## config.mk

```make
export PLATFORM = sky130hd
export DESIGN_NAME = booth_r4_serial_encoder_flat
export DESIGN_NICKNAME = d
export VERILOG_FILES = /design/src/rtl/booth_r4_serial_encoder_if.sv /design/src/rtl/booth_r4_serial_encoder.sv /design/src/flat_wrapper.sv
export SDC_FILE = /design/constraint.sdc
export NUM_CORES = 1
export LEC_CHECK = 0
export CORE_MARGIN = 2
export CORE_UTILIZATION = 43
export DETAILED_ROUTE_END_ITERATION = 16
export PLACE_DENSITY_LB_ADDON = 0.12
export RECOVER_POWER = 100
export SETUP_SLACK_MARGIN = 0.15
export SYNTH_ARGS = -nofsm -noshare
export SYNTH_HDL_FRONTEND = slang
export SYNTH_SLANG_ARGS = --single-unit
```

## constraint.sdc

```tcl
create_clock -name clk -period 1.8 [get_ports clk]
set_input_delay 0.36 -clock clk [delete_from_list [all_inputs] [get_ports clk]]
set_output_delay 0.36 -clock clk [all_outputs]
set_load 0.02 [all_outputs]
```

## src/rtl/booth_r4_serial_encoder_if.sv

```systemverilog
// Operand-in / Booth-digit-out bus for booth_r4_serial_encoder.
// The slave modport is the encoder side. The master modport is the operand producer and digit consumer.
interface booth_r4_serial_encoder_if #(
  parameter int WIDTH  = 8,
  parameter bit SIGNED = 1'b1
);
  localparam int NDIG = SIGNED ? WIDTH / 2 : WIDTH / 2 + 1;
  localparam int IDXW = (NDIG > 1) ? $clog2(NDIG) : 1;

  // Both channels: a transfer happens on a rising edge where valid && ready.
  // Once valid is raised it holds, with its payload stable, until that transfer.
  // Ready may change freely and never feeds back combinationally into valid.
  logic             in_valid;
  logic             in_ready;
  logic [WIDTH-1:0] in_x;
  logic             dig_valid;
  logic             dig_ready;
  logic [2:0]       dig_code;
  logic [IDXW-1:0]  dig_idx;
  logic             dig_last;
  logic             busy;
  logic             dbg_state;

  modport master (
    output in_valid, in_x, dig_ready,
    input  in_ready, dig_valid, dig_code, dig_idx, dig_last, busy, dbg_state
  );

  modport slave (
    input  in_valid, in_x, dig_ready,
    output in_ready, dig_valid, dig_code, dig_idx, dig_last, busy, dbg_state
  );
endinterface

```

## src/rtl/booth_r4_serial_encoder.sv

```systemverilog
// Serial radix-4 Booth recoder: takes one operand and emits digits LSB first, code = {one, two, neg}.
// Optional BOOTH_SKIP_ZERO_EN: only nonzero-magnitude digits are emitted.
module booth_r4_serial_encoder #(
  parameter int WIDTH  = 8,
  parameter bit SIGNED = 1'b1
) (
  input logic clk,
  input logic rst_n,
  booth_r4_serial_encoder_if.slave bus
);
  localparam int NDIG = SIGNED ? WIDTH / 2 : WIDTH / 2 + 1;
  localparam int XW   = 2 * NDIG;
  localparam int IDXW = (NDIG > 1) ? $clog2(NDIG) : 1;

  localparam logic [0:0] S_IDLE = 1'b0;
  localparam logic [0:0] S_EMIT = 1'b1;

  logic [0:0]      state_q, state_d;
  logic [XW:0]     opnd_q, opnd_d;
  logic [IDXW-1:0] idx_q, idx_d;
  logic            ready_q;
  logic            load;
  logic [XW-1:0]   xe;
  logic [XW:0]     load_val;
  logic [2:0]      trip;
  logic [2:0]      code;
  logic            last;
  logic [IDXW-1:0] first_idx;
  logic [IDXW-1:0] next_idx;

  function automatic logic [2:0] booth_code(input logic [2:0] t);
    return {t[1] ^ t[0], (t[1] == t[0]) && (t[1] != t[2]), t[2]};
  endfunction

  assign xe       = XW'(bus.in_x);
  assign load_val = {xe, 1'b0};
  assign load     = (state_q == S_IDLE) && bus.in_valid && ready_q;
  assign trip     = 3'(opnd_q >> {idx_q, 1'b0});

`ifdef BOOTH_SKIP_ZERO_EN
  logic [NDIG-1:0] mask_q, mask_d, load_mask;

  function automatic logic [NDIG-1:0] nz_mask(input logic [XW:0] v);
    logic [2:0] t;
    nz_mask = '0;
    for (int k = 0; k < NDIG; k++) begin
      t = 3'(v >> (2 * k));
      nz_mask[k] = (t != 3'b000) && (t != 3'b111);
    end
  endfunction

  // Lowest set mask bit at or above 'from'; falls back to the top digit when none is set.
  function automatic logic [IDXW-1:0] first_set(input logic [NDIG-1:0] m, input int from);
    first_set = IDXW'(NDIG - 1);
    for (int k = NDIG - 1; k >= 0; k--) begin
      if (k >= from && m[k]) first_set = IDXW'(k);
    end
  endfunction

  always_comb begin
    load_mask = nz_mask(load_val);
    mask_d    = load ? load_mask : mask_q;
    first_idx = first_set(load_mask, 0);
    next_idx  = first_set(mask_q, int'(idx_q) + 1);
    last      = 1'b1;
    for (int k = 0; k < NDIG; k++) begin
      if (k > int'(idx_q) && mask_q[k]) last = 1'b0;
    end
    // An all-zero operand still yields one digit, forced to plain zero.
    code = (mask_q == '0) ? 3'b000 : booth_code(trip);
  end

  always_ff @(posedge clk or negedge rst_n) begin
    if (!rst_n) mask_q <= '0;
    else        mask_q <= mask_d;
  end
`else
  always_comb begin
    first_idx = '0;
    next_idx  = idx_q + 1'b1;
    last      = (idx_q == IDXW'(NDIG - 1));
    code      = booth_code(trip);
  end
`endif

  always_comb begin
    state_d = state_q;
    opnd_d  = opnd_q;
    idx_d   = idx_q;
    case (state_q)
      S_IDLE: begin
        if (load) begin
          opnd_d  = load_val;
          idx_d   = first_idx;
          state_d = S_EMIT;
        end
      end
      S_EMIT: begin
        if (bus.dig_ready) begin
          if (last) state_d = S_IDLE;
          else      idx_d   = next_idx;
        end
      end
      default: state_d = S_IDLE;
    endcase
  end

  // in_ready is registered from the next state so it stays low through reset.
  always_ff @(posedge clk or negedge rst_n) begin
    if (!rst_n) begin
      state_q <= S_IDLE;
      opnd_q  <= '0;
      idx_q   <= '0;
      ready_q <= 1'b0;
    end else begin
      state_q <= state_d;
      opnd_q  <= opnd_d;
      idx_q   <= idx_d;
      ready_q <= (state_d == S_IDLE);
    end
  end

  assign bus.in_ready  = ready_q;
  assign bus.dig_valid = (state_q == S_EMIT);
  assign bus.busy      = (state_q == S_EMIT);
  assign bus.dbg_state = state_q;
  assign bus.dig_code  = (state_q == S_EMIT) ? code : 3'b000;
  assign bus.dig_idx   = (state_q == S_EMIT) ? idx_q : '0;
  assign bus.dig_last  = (state_q == S_EMIT) && last;
endmodule

```

## src/flat_wrapper.sv

```systemverilog
// flat-port wrapper written by rule: the top's interface ports become plain ports
module booth_r4_serial_encoder_flat 
#(
  parameter int WIDTH  = 8,
  parameter bit SIGNED = 1'b1
)
  (clk, rst_n, bus_in_valid, bus_in_x, bus_dig_ready, bus_in_ready, bus_dig_valid, bus_dig_code, bus_dig_idx, bus_dig_last, bus_busy, bus_dbg_state);
  booth_r4_serial_encoder_if #(.WIDTH(WIDTH), .SIGNED(SIGNED)) bus_i ();
  input logic clk;
  input logic rst_n;
  input wire logic [$bits(bus_i.in_valid)-1:0] bus_in_valid;
  input wire logic [$bits(bus_i.in_x)-1:0] bus_in_x;
  input wire logic [$bits(bus_i.dig_ready)-1:0] bus_dig_ready;
  output wire logic [$bits(bus_i.in_ready)-1:0] bus_in_ready;
  output wire logic [$bits(bus_i.dig_valid)-1:0] bus_dig_valid;
  output wire logic [$bits(bus_i.dig_code)-1:0] bus_dig_code;
  output wire logic [$bits(bus_i.dig_idx)-1:0] bus_dig_idx;
  output wire logic [$bits(bus_i.dig_last)-1:0] bus_dig_last;
  output wire logic [$bits(bus_i.busy)-1:0] bus_busy;
  output wire logic [$bits(bus_i.dbg_state)-1:0] bus_dbg_state;
  assign bus_i.in_valid = bus_in_valid;
  assign bus_i.in_x = bus_in_x;
  assign bus_i.dig_ready = bus_dig_ready;
  assign bus_in_ready = bus_i.in_ready;
  assign bus_dig_valid = bus_i.dig_valid;
  assign bus_dig_code = bus_i.dig_code;
  assign bus_dig_idx = bus_i.dig_idx;
  assign bus_dig_last = bus_i.dig_last;
  assign bus_busy = bus_i.busy;
  assign bus_dbg_state = bus_i.dbg_state;
  booth_r4_serial_encoder #(.WIDTH(WIDTH), .SIGNED(SIGNED)) u_core (.clk(clk), .rst_n(rst_n), .bus(bus_i));
endmodule
```

Word-level counts from Yosys, hierarchy flattened
Index checks and enable logic that the tools add are counted.
- bits in registers: 12
- output and inout port bits: 10
- word-level logic and storage cells: 31
- $add $sub $neg: 1
- equal/unequal tests: 6
- shifts and indexed selects: 1
- muxes and demuxes: 10
- bitwise gates (word level): 3
- reductions and logical operators: 6
- operators by type and width (kind ; number):
    $shr 9x3->3 ; 1
    $mux 2 ; 4
    $logic_and 1x1->1 ; 4
    $ne 2x2->1 const B ; 2
    $pmux 2 s2 ; 1
    $mux 1 ; 3
    $mux 3 ; 1
    $reduce_and 3->1 ; 1
    $add 2x1->2 const B ; 1
    $eq 2x2->1 const B ; 1
    $ne 2x1->1 const B ; 1
    $not 1->1 ; 2
    $pmux 1 s2 ; 1
    $reduce_and 2->1 ; 1
    $eq 1x1->1 ; 1
    $ne 1x1->1 ; 1
    $xor 1x1->1 ; 1

Depth between registers and ports, before layout
Gate-level depths: netlist of run 1.
- word-level depth: 6
- mapped depth: 5
- gate-level depth less buffers: 5

Worst setup path before layout of run 1
Ideal clock, no wire load.
- path type: register to output
- from: register u_core.idx_q[0]
- to: output port bus_dig_code[2]
- arrival time: 1.348 ns
- data required time: 1.440 ns
- setup slack: 0.092 ns
- stages on the path, launching flop included: 5
- buffers on the path: 1
- cell sequence: dfrtp_1 -> buf_6 -> mux4_2 -> xor2_1 -> and2_1
- cells in the longest elaborated chain, start to end: 3
- RTL lines (element ; RTL line ; RTL):
    from (decl) ; booth_r4_serial_encoder.sv:20 ; logic [IDXW-1:0] idx_q, idx_d;
    from (signal assigned) ; booth_r4_serial_encoder.sv:118 ; idx_q <= idx_d;
    $shr 9x3->3 ; booth_r4_serial_encoder.sv:38 ; assign trip = 3'(opnd_q >> {idx_q, 1'b0});
    $xor 1x1->1 ; booth_r4_serial_encoder.sv:32 ; return {t[1] ^ t[0], (t[1] == t[0]) && (t[1] != t[2]), t[2]};
    $mux 3 ; booth_r4_serial_encoder.sv:127 ; assign bus.dig_code = (state_q == S_EMIT) ? code : 3'b000;
    to (decl) ; flat_wrapper.sv:16 ; output wire logic [$bits(bus_i.dig_code)-1:0] bus_dig_code;
No other way between the ends.

Worst setup path after layout of run 1
Same ends and word-level chain as after synthesis.

==> impl_results.md, run 1 <==
- Status: complete, but fails checks
- Failing checks: setup timing
- Clk_lat worst skew: 270 ps
- 1st-iter DRT viols: 2
- Clock sink count: 12
- Final std cells w/o fill: 100
- Placed cell count: 93
- Flop pwr share: 0.268
- Gpl congestion: roughly 0.69
- Antenna violations before repair: 0
- Yosys warns: 0
- Setup violators final: 4
- HP Class: input pin to async pin
- Worst Setup Path Type: flip-flop to output pin
- Average size of a mapped cell: 11.85 sq um
- Clock share of power: 0.110
- DRC viols: 0
- Per-cell routed wire length: 11.73 um
- CTS H-Tree Depth: 1
- Leakage: ~0.00045 uW
- Final period util: 1.100
- Filler Cells Inserted: 132
- Crit. End Element: output pin
- Area Overhead vs Synth: 48.37%
- Metal2 WL: 548 um
- Via density: 4.940
- Num ports: 22
- Top sig layer: met3
- Die width: 42.94 um
- Routed Antenna Nets: 0
- Fin. Hold Viols: 0
- CTS root buffer: clkbuf_4
- Post-Syn Nets: 68
- Synth cell types: 21
- Peak Freq: 505.0 MHz
- Sw Pwr: 711.8 uW
- Post-synthesis cell area: approximately 650 sq um
- Largest net degree at the start of global routing: 13
- Synth Instances: 55
- Crit path buffers/inverters: 1
- Crit-path max cell delay: 540 ps
- Yosys reg bits: 12
- Post-layout minimum cycle time: 1980 ps
- CTS tree: yes
- Setup WS post-layout: -180.2 ps
- Sequential area share after synthesis: 0.4607
- Pwr Density: 2011 mW/mm^2
- Slew Viols, Final: 0
- Worst vdd ir: 852.2 uV
- Placement Rows: 14
- Setup TNS Final: -474.9 ps
- Detailed Place HPWL: between 800 and 900 um
- TritonCTS Buffers: 3
- Footprint of the multi-input gates: roughly 320 sq um
- CP cell instances: mux4_2, xor2_1, and2_4, buf_6
- Seq. cell area: 302.8 sq um
- Setup Skew: 4.295 ps
- Total power: 1945 uW
- Most frequent cells in the layout: 10 x clkdlybuf4s50_1, 10 x dfrtp_1, 8 x mux2_2
- CP max stage cell: mux4_2
- Diode count: 0
- Worst path required time: 1440 ps
- CP startpoint kind: flip-flop
- Layout cells sized above 1: 0.4405
- Global-route wire length before repair: roughly 2100 um
- Met1 WL: around 530 um
- Slew Limit Headroom: 0.6491
- Gate power share: 0.622
- Delay-heaviest family, CP: multiplexers
- Critical Path Fanout Max: 3
- Die ar.: about 0.0018 sq mm
- Die H: 42.94 um
- Drt total wl: 1173 um
- Vias in the first global route: ~480
- Switching Share: 0.3659
- Metal3 WL: 96 um
- TritonRoute pass-1 iters: 3
- Total grt overflow: 0
- Core area: 0.001454 sq mm
- Clock transition at path regs: 80 ps
- Input/output buffers: 21
- DR vias: roughly 500
- Worst-Margin Slew: 524.7 ps
- Crit path arrival time: 1620 ps
- Total global-route track usage: 0.1556
- Post-layout net count: 98
- Initial core utilization: 0.4484
- Maxcap violations: 0
- Unrepaired setup endpoints after global routing: true
- Design internal power: 1233 uW
- Clock buffer depth: 2
[state kept, by name (all words and copies together) (netlist names)]
signal / flops
u_core.bus.in_ready: 1
u_core.idx_q: 2
u_core.bus.busy: 1
u_core.opnd_q: 8
[metal layers]
layer	vias up	global-route usage
met2	18	0.2545
met5	-	0
met3	0	0.04255
li1	247	-
met1	229	0.1890
met4	0	0.07273
[worst reg2reg max path: cells and delay by family, from the launching register on]
kind | cells | cell delay (ps)
DFF | 1 | 450
buffers and inverters | 4 | 520
adders and majority gates | 1 | 160
AOI/OAI and AO/OA | 2 | 390
[synthesized netlist by cell type]
cell	count	share of area
dfrtp_1	12	0.46
mux2_2	8	0.14
and2_1	5	0.048
mux2i_1	5	0.077
nand2_1	5	0.029
inv_1	4	0.023
buf_4	2	0.023
a21boi_0	1	0.012
a22o_1	1	0.013
a22o_2	1	0.015
and2_2	1	0.012
buf_2	1	0.0077
buf_6	1	0.017
clkbuf_1	1	0.0058
ha_1	1	0.019
mux4_2	1	0.035
nand3b_1	1	0.012
nand4b_1	1	0.013
nand4bb_1	1	0.017
o22ai_1	1	0.0096
xor2_1	1	0.013
[worst paths after layout]
kind	from	endpoint	slack [ps]	depth (start not counted)
max	u_core.idx_q[0]$_DFFE_PN0P_	bus_dig_code[2]	-180	4
min	rst_n	u_core.idx_q[0]$_DFFE_PN0P_	500	1
max reg2reg	u_core.idx_q[1]$_DFFE_PN0P_	u_core.idx_q[0]$_DFFE_PN0P_	170	7
min reg2reg	u_core.opnd_q[3]$_DFFE_PN0P_	u_core.opnd_q[3]$_DFFE_PN0P_	510	1
max in group asynchronous	rst_n	u_core.idx_q[1]$_DFFE_PN0P_	920	1
min in group clk	u_core.opnd_q[3]$_DFFE_PN0P_	u_core.opnd_q[3]$_DFFE_PN0P_	510	1
[layout make-up]
| cell class | instances | area share |
|---|---|---|
| well taps | 16 | 0.02070 |
| flip-flops and latches | 12 | 0.3131 |
| repair buffers | 30 | 0.2807 |
| clock buffers | 4 | 0.03752 |
| multi-input cells | 34 | 0.3325 |
| inverters | 4 | 0.01552 |
[power by group through the flow]
| stage | Clock [uW] | Sequential [uW] | Combinational [uW] |
|---|---|---|---|
| after floorplan | 0 | 498 | 752 |
| after global placement | 0 | 518 | 1120 |
| after detailed placement | 0 | 518 | 1140 |
| after CTS | 223 | 518 | 1170 |
| after global routing | 235 | 550 | 1320 |
| final | 214 | 521 | 1210 |
[metrics by stage]
step	hold slack, ps	area (sq um)	worst slack (ps)	util
4_1_cts	444.1	949.7	-198.5	0.6532
3_3_place_gp	490.4	897.1	-315.0	0.6170
6_report	496.6	967.2	-180.2	0.6652
5_1_grt	521.9	967.2	-279.5	0.6652
2_1_floorplan	64.41	656.9	126.2	-
3_5_place_dp	495.8	897.1	-330.7	0.6170
[kinds of logic after synthesis]
kind of cell             count (synthesis)  share of synthesized area
AND/OR/NAND/NOR                         14                     0.1305
adder cells (fa/ha/maj)                  1                    0.01919
flip-flops                              12                     0.4607
AO/OA/AOI/OAI                            4                    0.04992
multiplexers                            14                     0.2495
XOR/XNOR                                 1                    0.01344
buffers and inverters                    9                    0.07675
[what timing repair did]
action	4_1_cts	5_1_grt
resized for setup	39	7
hold buffers	0	0
pin swaps	1	1
endpoints found under the setup margin	9	6
buffers inserted	1	2
No activity file was read; power rests on OpenSTA's default activity.
==> inputs of run 2 (changes only) <==
--- a/config.mk
+++ b/config.mk
@@ -8,6 +8,7 @@
 export CORE_MARGIN = 2
 export CORE_UTILIZATION = 43
 export DETAILED_ROUTE_END_ITERATION = 16
+export HOLD_SLACK_MARGIN = 0.15
 export PLACE_DENSITY_LB_ADDON = 0.12
 export RECOVER_POWER = 100
 export SETUP_SLACK_MARGIN = 0.15
==> results of run 2 <==
Same layout as run 1: the final DEF is identical, and so are final timing and power.
==> inputs of run 3 (changes only) <==
--- a/config.mk
+++ b/config.mk
@@ -5,8 +5,10 @@
 export SDC_FILE = /design/constraint.sdc
 export NUM_CORES = 1
 export LEC_CHECK = 0
+export ABC_AREA = 1
+export CORE_ASPECT_RATIO = 1.2
 export CORE_MARGIN = 2
-export CORE_UTILIZATION = 43
+export CORE_UTILIZATION = 45
 export DETAILED_ROUTE_END_ITERATION = 16
 export HOLD_SLACK_MARGIN = 0.15
 export PLACE_DENSITY_LB_ADDON = 0.12
==> impl_results.md, run 3 <==
- CP startpoint kind: flip-flop
- Clock sink count: 12 (unchanged)
- Pwr Density: 1831 mW/mm^2 (-9.0%)
- CP max stage cell: dfrtp_2
- R2r startpoint: u_core.idx_q[0]$_DFFE_PN0P_
- Largest net degree at the start of global routing: 13 (unchanged)
- Max reg flops: 8 (unchanged)
- DRC viols: 0 (unchanged)
- Antenna violations before repair: 0 (unchanged)
- Clk_lat worst skew: 260 ps (about the same)
- Via density: 4.943 (about the same)
- Detailed Place HPWL: 1207 um (+35%)
- Per-cell routed wire length: 10.45 um (-11%)
- Most frequent cells in the layout: 42 x nand2_1, 11 x nand3_1, 11 x buf_4
- Setup Skew: 0.5592 ps (-3.736 ps)
- Biggest regs: u_core.opnd_q (8), u_core.idx_q (2)
- Top_reg_cell synth: dfrtp_1
- DR vias: 776 (+57%)
- Worst-Margin Slew: 555.0 ps (+30.32 ps)
- Final period util: 0.9701 (-0.1300)
- Global-route wire length before repair: 2939 um (+40%)
- Synth cell types: 17 (-19%)
- Largest Register: u_core.opnd_q
- Die width: 41.54 um (-3.3%)
- Num ports: 22 (unchanged)
- Sequential area share after synthesis: 0.3947 (-0.06592)
- Total power: 1920 uW (-1.3%)
- Synth top area cells: dfrtp_1 39%, nand2_1 23%, nand3_1 7.9%, nor2_1 4.4%, buf_4 3.9%
- Layout cells sized above 1: 0.2734 (-0.1671)
- Diode count: 0 (unchanged)
- Total grt overflow: 0 (unchanged)
- Die H: 49.04 um (+14%)
- CTS tree: yes
- Yosys warns: 0 (unchanged)
- CTS root buffer: clkbuf_4
- CTS H-Tree Depth: 1 (unchanged)
- Synth Instances: 109 (+98%)
- 1st-iter DRT viols: 8 (+6)
- Area Overhead vs Synth: 37.83%
- Async S/R FF share, synth: 1.000 (unchanged)
- Critical Path Fanout Max: 7 (+4)
- Placement Rows: 16 (+2)
- Setup violators final: 0 (-4)
- Top-area cell type share of the netlist area: 0.3947 (-0.06592)
- Average size of a mapped cell: 6.979 sq um (-41%)
- Unrepaired setup endpoints after global routing: true
- Post-Syn Nets: 122 (+79%)
- Worst vdd ir: 841.1 uV (-1.3%)
- Peak Freq: 572.7 MHz (+13%)
- Slew Limit Headroom: 0.6288 (-0.02028)
- Fin. Hold Viols: 0 (unchanged)
- Leakage: 0.0005848 uW (+31%)
- Slew Viols, Final: 0 (unchanged)
- # hold bufs at CTS: 0 (unchanged)
- Post-synthesis cell area: 760.7 sq um (+17%)
- Initial core utilization: 0.4750 (+0.02664)
- Crit-path max cell delay: 460 ps (-80 ps)
- Crit path arrival time: 1390 ps (-230 ps)
- Dominant cell type by area after synthesis: dfrtp_1
- Clock transition at path regs: 70 ps (about the same)
- Clock buffer depth: 2 (unchanged)
- Crit. End Element: output pin
- Crit. Startpoint: u_core.idx_q[0]$_DFFE_PN0P_
- Total global-route track usage: 0.1784 (+0.02282)
- HP Class: flip-flop to flip-flop
- Core area: 0.001602 sq mm (+10%)
- Post-layout minimum cycle time: 1746 ps (-234.0 ps)
- Setup TNS Final: 0 ps (+474.9 ps)
- Yosys reg bits: 12 (unchanged)
- CP cell instances: inv_4, nand2_2, nand2_2, nor2_2, nor2_2, nand2_1, nand2_1, buf_6
- Status: finished, final reports clean
- Commonest non-fill, non-tap cell in the layout: nand2_1
- Most common cell in the synthesized netlist: nand2_1
- Drt total wl: 1641 um (+40%)
- Worst Setup Path Type: flip-flop to output pin
- Input/output buffers: 21 (unchanged)
- Worst path required time: 1440 ps (about the same)
- TritonCTS Buffers: 3 (unchanged)
- Post-synth top cells: 47 x nand2_1, 12 x dfrtp_1, 12 x nand3_1, 9 x nor2_1, 7 x inv_1
- Number of synthesized flops with an enable pin: 0 (unchanged)
- Gpl congestion: 0.8053 (+16%)
- Post-layout net count: 154 (+57%)
- Min-Delay Startpoint: u_core.opnd_q[3]$_DFFE_PN0P_
- TritonRoute pass-1 iters: 4 (+1)
- Vias in the first global route: 702 (+47%)
- Routed Antenna Nets: 0 (unchanged)
- Die ar.: 0.002037 sq mm (+10%)
- Maxcap violations: 0 (unchanged)
run 3: critical path: cells and delay by family (launching register included):
family	cells	cell delay, ps
flip-flops	1	460
buffers and inverters	2	220
AND/OR/NAND/NOR	6	430
run 3: metrics by stage:
stage / setup WS, ps / utilization / area [sq um] / std cells / hold WS (ps)
floorplan: 168.4 / - / 763.2 / 109 / 64.41
detailed placement: -189.2 / 0.6289 / 1007 / 151 / 469.7
finish: 53.76 / 0.6547 / 1049 / 157 / 501.8
global route: -83.50 / 0.6547 / 1049 / 157 / 526.7
CTS: 66.33 / 0.6508 / 1042 / 156 / 463.9
global placement: -151.9 / 0.6289 / 1007 / 151 / 462.0
run 3: logic make-up after synthesis:
logic type      Yosys count  synth area share
simple gates             71            0.3865
buf+inv                  18            0.1365
flops                    12            0.3947
compound gates            7           0.06579
fa+ha+maj                 1           0.01644
run 3: where the power goes:
part           internal, uW  leakage [uW]  switching [uW]
Clock                  77.2     0.0000138            80.1
Combinational           579      0.000430             709
Sequential              370      0.000141             105
Total                  1030      0.000585             894
run 3: layout make-up:
cell class                      instances  area [sq um]
Inverter                               12         50.05
Tap cell                               18         22.52
Timing Repair Buffer                   33         286.5
Fill cell                             161         553.0
Sequential cell                        12         302.8
Multi-Input combinational cell         79         364.1
Clock buffer                            3         22.52
run 3: path summary, 6_finish.rpt:
kind	end	cells past startpoint	slack (ps)
setup / recovery	bus_dig_code[1]	8	50
hold / removal	u_core.opnd_q[3]$_DFFE_PN0P_	2	500
setup reg to reg	u_core.idx_q[0]$_DFFE_PN0P_	9	180
hold reg to reg	u_core.opnd_q[3]$_DFFE_PN0P_	2	500
max in group asynchronous	u_core.idx_q[1]$_DFFE_PN0P_	1	880
min in group asynchronous	u_core.opnd_q[2]$_DFFE_PN0P_	1	520
run 3: routing by layer:
metal / global-route usage / up-vias / wire, um
met1: 0.2405 / 354 / 709
met4: 0.04839 / 0 / 23
met2: 0.3073 / 24 / 837
li1: - / 394 / -
met3: 0.01111 / 4 / 71
met5: 0 / - / 0
run 3: what timing repair did:
action	4_1_cts	5_1_grt
resized for setup	31	12
endpoints found under the hold margin	0	0
setup buffers	2	1
setup endpoints to repair	9	6
pin swaps	1	5
